===== src/rtl/pipe_stage_reg.sv =====
// Parametrised inter-stage pipeline register: DEPTH slots of {valid, ctrl, data}
// with stall/flush and saturating event counters for hazard-unit debug.
module pipe_stage_reg #(
    parameter int DATA_W = 96,
    parameter int CTRL_W = 8,
    parameter int DEPTH  = 1,
    parameter int CNT_W  = 16
) (
    input  logic              Clk,
    input  logic              Rst,
    input  logic              Stall,
    input  logic              Flush,
    input  logic              in_valid,
    input  logic [CTRL_W-1:0] in_ctrl,
    input  logic [DATA_W-1:0] in_data,
    output logic              out_valid,
    output logic [CTRL_W-1:0] out_ctrl,
    output logic [DATA_W-1:0] out_data,
    output logic [CNT_W-1:0]  stall_count,
    output logic [CNT_W-1:0]  flush_count,
    output logic [CNT_W-1:0]  bubble_count,
    input  logic              clr_counts
);

    generate
        if (DEPTH < 1 || DEPTH > 4) begin : g_bad_depth
            $error("pipe_stage_reg: DEPTH must be in 1..4");
        end
    endgenerate

    logic [DEPTH-1:0]  slot_valid;
    logic [CTRL_W-1:0] slot_ctrl [DEPTH];
    logic [DATA_W-1:0] slot_data [DEPTH];

    // Ctrl is zeroed with valid so a bubble can never carry RegWrite/MemWrite;
    // data is left alone on flush since nothing consumes it without valid.
    always_ff @(posedge Clk) begin
        if (Rst) begin
            for (int i = 0; i < DEPTH; i++) begin
                slot_valid[i] <= 1'b0;
                slot_ctrl[i]  <= '0;
                slot_data[i]  <= '0;
            end
        end else if (Flush) begin
            for (int i = 0; i < DEPTH; i++) begin
                slot_valid[i] <= 1'b0;
                slot_ctrl[i]  <= '0;
            end
        end else if (!Stall) begin
            slot_valid[0] <= in_valid;
            slot_ctrl[0]  <= in_valid ? in_ctrl : '0;
            slot_data[0]  <= in_data;
            for (int i = 1; i < DEPTH; i++) begin
                slot_valid[i] <= slot_valid[i-1];
                slot_ctrl[i]  <= slot_ctrl[i-1];
                slot_data[i]  <= slot_data[i-1];
            end
        end
    end

    assign out_valid = slot_valid[DEPTH-1];
    assign out_ctrl  = slot_ctrl[DEPTH-1];
    assign out_data  = slot_data[DEPTH-1];

    function automatic logic [CNT_W-1:0] sat_inc(input logic [CNT_W-1:0] c);
        return (c == {CNT_W{1'b1}}) ? c : c + 1'b1;
    endfunction

    // Flush outranks Stall, so a simultaneous pair counts only as a flush.
    always_ff @(posedge Clk) begin
        if (Rst || clr_counts) begin
            stall_count  <= '0;
            flush_count  <= '0;
            bubble_count <= '0;
        end else begin
            if (Flush)
                flush_count <= sat_inc(flush_count);
            else if (Stall)
                stall_count <= sat_inc(stall_count);
            if (!slot_valid[DEPTH-1])
                bubble_count <= sat_inc(bubble_count);
        end
    end

endmodule


===== config.mk =====
export PLATFORM = sky130hd
export DESIGN_NAME = pipe_stage_reg
export DESIGN_NICKNAME = d
export VERILOG_FILES = /design/src/rtl/pipe_stage_reg.sv
export SDC_FILE = /design/constraint.sdc
export NUM_CORES = 1
export LEC_CHECK = 0
export CAP_MARGIN = 20
export CORE_UTILIZATION = 43
export DETAILED_ROUTE_END_ITERATION = 6
export GPL_TIMING_DRIVEN = 0
export PLACE_DENSITY_LB_ADDON = 0.2
export SETUP_SLACK_MARGIN = 0.02
export SLEW_MARGIN = 5
export SYNTH_ARGS = -nofsm -noshare
export SYNTH_HDL_FRONTEND = slang
export SYNTH_SLANG_ARGS = --single-unit

===== constraint.sdc =====
create_clock -name Clk -period 6.95 [get_ports Clk]
set_clock_uncertainty 0.2 [all_clocks]
set_input_delay 1.0425 -clock Clk [delete_from_list [all_inputs] [get_ports Clk]]
set_output_delay 1.0425 -clock Clk [all_outputs]
set_load 0.005 [all_outputs]

==> results of run 1 <==
-- metrics by stage --
| stage | TNS, ps | total power [mW] | worst slack, ps | cells | area, sq um |
|---|---|---|---|---|---|
| finish | 0 | 2.298 | 3802 | 987 | 9854 |
| global route | 0 | 2.365 | 3504 | 987 | 9854 |
| CTS | 0 | 2.317 | 3694 | 987 | 9854 |
| detailed placement | 0 | 1.287 | 3311 | 955 | 9199 |
| global placement | -129900 | 1.283 | -1361 | 952 | 9120 |
| floorplan | 0 | 1.105 | 541.0 | 511 | 6282 |
-- worst max-delay path, cell delays in order --
cell and delay [ps]:
clkdlybuf4s50_1 500, nor3_1 690, clkbuf_1 440, clkbuf_1 350, and2_1 200
-- kinds of logic (layout without fill, tap and decap cells) --
logic type / after synthesis / in the layout / share of synthesized area, %
simple gates: 239 / 239 / 22.90
flops: 153 / 153 / 65.33
compound gates: 83 / 83 / 8.524
buf+inv: 26 / 322 / 1.613
xor+xnor: 4 / 4 / 0.5578
fa+ha+maj: 3 / 3 / 0.5976
mux: 3 / 3 / 0.4780
-- power by group through the flow --
stage / Combinational [mW] / Clock (mW) / Sequential (mW)
global placement: 0.218 / 0 / 1.07
floorplan: 0.0344 / 0 / 1.07
finish: 0.227 / 1.03 / 1.04
CTS: 0.229 / 1.05 / 1.04
global route: 0.242 / 1.08 / 1.05
detailed placement: 0.226 / 0 / 1.06
-- layout make-up --
class | count | area (sq um) | area share, %
plain buffers | 20 | 78.83 | 0.7999
clock buffers | 17 | 425.4 | 4.317
clock inverters | 15 | 230.2 | 2.336
inverters | 6 | 22.52 | 0.2285
multi-input cells | 332 | 2088 | 21.19
flip-flops and latches | 153 | 4104 | 41.65
well taps | 180 | 225.2 | 2.285
repair buffers | 264 | 2680 | 27.20
-- flip-flops by register name (all words and copies together), names as in the netlist --
| name | flops |
|---|---|
| slot_ctrl | 8 |
| out_valid | 1 |
| stall_count | 16 |
| flush_count | 16 |
| slot_data | 96 |
| bubble_count | 16 |
-- cells in the final DEF (no fill, tap or decap), drive strengths merged, types with 8 or more instances in the layout --
cell type,instances
nand4,15
edfxtp,104
o21ai,13
or4,19
and2,98
a21oi,27
or3,8
o31ai,17
nand3,20
nand2,23
and3,14
nor2,12
clkdlybuf4s50,261
dfxtp,49
clkbuf,34
-- worst max path at each step --
stage	endpoint	cells past startpoint
after CTS	slot_data[0][70]	5
after global placement	slot_data[0][79]	2
after floorplan	slot_data[0][0]	2
after global routing	slot_data[0][71]	5
after detailed placement	slot_data[0][71]	5
final	slot_data[0][70]	5
-- layer usage --
layer | global-route usage [%] | share of wire [%] | up-vias
met5 | 0 | 0 | -
met4 | 10.21 | 2.2 | 0
met3 | 7.993 | 8.5 | 32
met2 | 46.03 | 53 | 196
met1 | 27.37 | 37 | 2511
li1 | - | - | 2499
==> metrics.txt, run 1 <==
outcome completed; Final GP Congestion 0.8349; drc violations 0; Fin. Hold Viols 0; DR vias 5238; Worst Tran Pin Value 787.5 ps; postcts setup bufs 0; PwrDens 233.2 nW/um^2; Switching Share 19.83%; sw power 0.4558 mW; register share of total power 45.3%; fill cell count 1007; CTS hold repair buffers 0; Pint 1.843 mW; min-delay src flush_count[12]; # IOs 263; Hold/Removal Path Class reg2reg; Die Y 122.9 um; num rows 43; Hold Crit Endpoint flush_count[12]; H-tree levels 4; unrepaired setup endpoints after global routing false; Synth Area per Inst 12.29 sq um; post-synthesis sequential area ratio 65.33%; CTS tree done; R2R Path Start flush_count[0]; first-pass GRT wire length 28.32 mm; remaining global-route overflow 0; HPWL after detailed placement 13.72 mm; clk slew on worst S/H paths 60 ps; initial antenna violation count 0; post-synth top area share 49.71%; ant diodes 0; Worst Path Required 7030 ps; synth top area cells edfxtp_1 (50%), dfxtp_1 (16%), and2_1 (9.8%), or4_1 (2.3%), a21oi_1 (2.2%); count leader, synth edfxtp_1; per-cell routed wire length 19.30 um; DRT iter0 DRCs 405; largest net degree at the start of global routing 34; post-CTS sizing 0; ys async rst share 0%; Leak 3.458 nW; later-pin clock latency in the skew report 420 ps; synth warn 0; CP Capture Type register; syn nets 624; crit path kind in2reg; smallest hold slack 302.5 ps; Reg2Reg Setup Slack 4550 ps; Final min period 3148 ps; total CTS buffers 17; nets@finish 907; Distinct cells, synth 44; Worst Hold Depth 2; port bufs 261; period utilization 45.30%; Mapped Area 6282 sq um; Comb power frac 9.9%; DR pass1 iterations 5; clock sink count 153; Die ar. 15100 sq um; VDD IR max 0.1464 mV; Seq cells post-synth 153; relative max-transition margin 47.09%; DRT Wirelength 19.05 mm; crit path max fanout 10; top cells by count, synth edfxtp_1 (104), and2_1 (98), dfxtp_1 (49); final core occ 70.18%; Max-cap violations 0; Post-synth EDFFs 104; Final Slew Violations 0; remaining antenna violation count 0; area delta synth->final 56.86%; Highest Clock Rate 0.3176 GHz; Clock Root Buffer clkbuf_16; share of cells above drive strength 1 4.957%; vias in the first global route 5084; Post-synth top flop edfxtp_1; CP Launch Type input port; core outline area 14040 sq um; Mapped Cells 511; Clk pwr share 44.8%; WP data arrival 3230 ps; worst reg2reg endpoint flush_count[2]; DIE WIDTH 122.9 um; vias per std cell 5.307; dominant cell type by area after synthesis edfxtp_1; maximum clock insertion buffer count 2; initial core utilization 44.74%; worst r2r path cells 5; final setup vio count 0; Worst setup startpoint Stall; All-Layer GR Usage 25.46%
No activity file was read; power rests on OpenSTA's default activity.
==> run 2, diff against run 1 <==
==> constraint.sdc (replaced) <==
create_clock -name Clk -period 3.05 [get_ports Clk]
set_clock_uncertainty 0.2 [all_clocks]
set_input_delay 0.4575 -clock Clk [delete_from_list [all_inputs] [get_ports Clk]]
set_output_delay 0.4575 -clock Clk [all_outputs]
set_load 0.005 [all_outputs]
==> metrics.txt, run 2 (synthesis results as in run 1) <==
postcts setup bufs 0 (unchanged); Final min period 2601 ps; initial antenna violation count 0 (unchanged); Worst Path Required 3130 ps (-3900 ps); Clock Root Buffer clkbuf_16; Comb power frac 10.7% (+0.8 points); R2R Path Start flush_count[0]; vias per std cell 5.384 (+1.5%); Switching Share 20.95% (+1.1 points); worst reg2reg endpoint flush_count[3]; area delta synth->final 54.69%; share of cells above drive strength 1 4.218% (-0.74 points); remaining antenna violation count 0 (unchanged); setup TNS 0 ps (unchanged); Clk pwr share 39.6% (-5.2 points); first-pass GRT wire length 27.85 mm (-1.7%); Design Area, Final 9718 sq um (-1.4%); min-delay src bubble_count[1]; CP Capture Type register; period utilization 85.28%; core outline area 14040 sq um (unchanged); register share of total power 49.6% (+4.3 points); worst r2r path cells 5 (unchanged); relative max-transition margin 45.33% (-1.8 points); commonest non-fill, non-tap cell in the layout clkdlybuf4s50_1; vias in the first global route 5072 (-0.24%); sw power 1.001 mW (+120%); Pint 3.777 mW (+100%); total CTS buffers 17 (unchanged); CTS hold repair buffers 0 (unchanged); CTS tree done; Die Y 122.9 um (unchanged); crit path kind in2reg; Fin. Hold Viols 0 (unchanged); crit path max fanout 10 (unchanged); clock sink count 153 (unchanged); HPWL after detailed placement 13.56 mm (-1.2%); DIE WIDTH 122.9 um (unchanged); largest register by flop count slot_data; commonest non-fill, non-tap cells in the layout clkdlybuf4s50_1 (261), edfxtp_1 (104), and2_1 (98); Worst Hold Depth 2 (unchanged); DR vias 5309 (+1.4%); Highest Clock Rate 0.3845 GHz; Die ar. 15100 sq um (unchanged); DRT Wirelength 18.29 mm (-4.0%); max reg flops 96 (unchanged); port bufs 261 (unchanged); All-Layer GR Usage 24.85% (-0.61 points); initial core utilization 44.74% (unchanged); ant diodes 0 (unchanged); CP Launch Type input port; later-pin clock latency in the skew report 420 ps (about the same); H-tree levels 4 (unchanged); Hold Crit Endpoint bubble_count[1]; maximum clock insertion buffer count 2 (unchanged); WP data arrival 2680 ps (-550 ps); largest net degree at the start of global routing 34 (unchanged); DR pass1 iterations 5 (unchanged); VDD IR max 0.3216 mV (+120%); PwrDens 491.6 nW/um^2 (+110%); DRT iter0 DRCs 435 (+7.4%); Final GP Congestion 0.8572 (+2.7%); final setup vio count 0 (unchanged); Final Slew Violations 0 (unchanged); Hold/Removal Path Class reg2reg; post-CTS sizing 0 (unchanged); num rows 43 (unchanged); drc violations 0 (unchanged); Max-cap violations 0 (unchanged); outcome completed; Leak 3.390 nW (-2.0%); nets@finish 907 (unchanged); per-cell routed wire length 18.55 um (-3.9%); post-placement cell area 9199 sq um (unchanged); remaining global-route overflow 0 (unchanged); Worst Tran Pin Value 813.8 ps (+26.32 ps); unrepaired setup endpoints after global routing false; # IOs 263 (unchanged); Reg2Reg Setup Slack 720 ps (-3830 ps); clk slew on worst S/H paths 60 ps (about the same)
-- run 2: cell type report --
cell class                 instances  area, sq um
fill                            1006         4324
sequential                       153         4104
timing repair buffer             264         2680
multi-input combinational        332         2088
clock buffer                      20        436.7
tap                              180        225.2
clock inverter                    11        82.58
buffer                            20        78.83
inverter                           6        22.52
-- run 2: layer usage --
| metal | up-vias | GRT usage, % | share of wire (%) |
|---|---|---|---|
| met5 | - | 0 | 0 |
| met4 | 0 | 8.613 | 1.8 |
| met3 | 27 | 6.506 | 7.6 |
| met2 | 228 | 44.07 | 52 |
| met1 | 2548 | 28.84 | 38 |
| li1 | 2506 | - | - |
-- run 2: worst max-delay path by stage --
stage | start | end | slack [ps]
global route | Stall | slot_data[0][80] | 240
floorplan | Flush | slot_data[0][0] | 350
finish | Stall | slot_data[0][76] | 450
global placement | Stall | slot_data[0][67] | -540
detailed placement | Stall | slot_data[0][40] | -20
CTS | Stall | slot_data[0][40] | 400
-- run 2: power groups by stage --
stage	sequential, mW	clock, mW	combinational, mW
floorplan	2.43	0	0.0799
global placement	2.41	0	0.496
detailed placement	2.42	0	0.515
CTS	2.37	1.92	0.519
global route	2.38	2.00	0.547
finish	2.37	1.89	0.513
-- run 2: critical path, cell delays in order --
cell and delay (ps):
clkdlybuf4s50_1 490, nor3_1 710, clkbuf_1 460, clkbuf_1 370, and2_1 190
-- run 2: per-stage QoR --
step	worst slack, ps	util (%)	std cells	hold slack (ps)	total power [mW]
floorplan	350.5	-	511	276.3	2.511
global placement	-543.2	65.03	952	277.1	2.910
global route	242.1	69.21	986	341.7	4.925
detailed placement	-22.88	65.51	955	286.7	2.932
CTS	400.9	69.21	986	298.4	4.812
finish	448.9	69.21	986	300.6	4.777
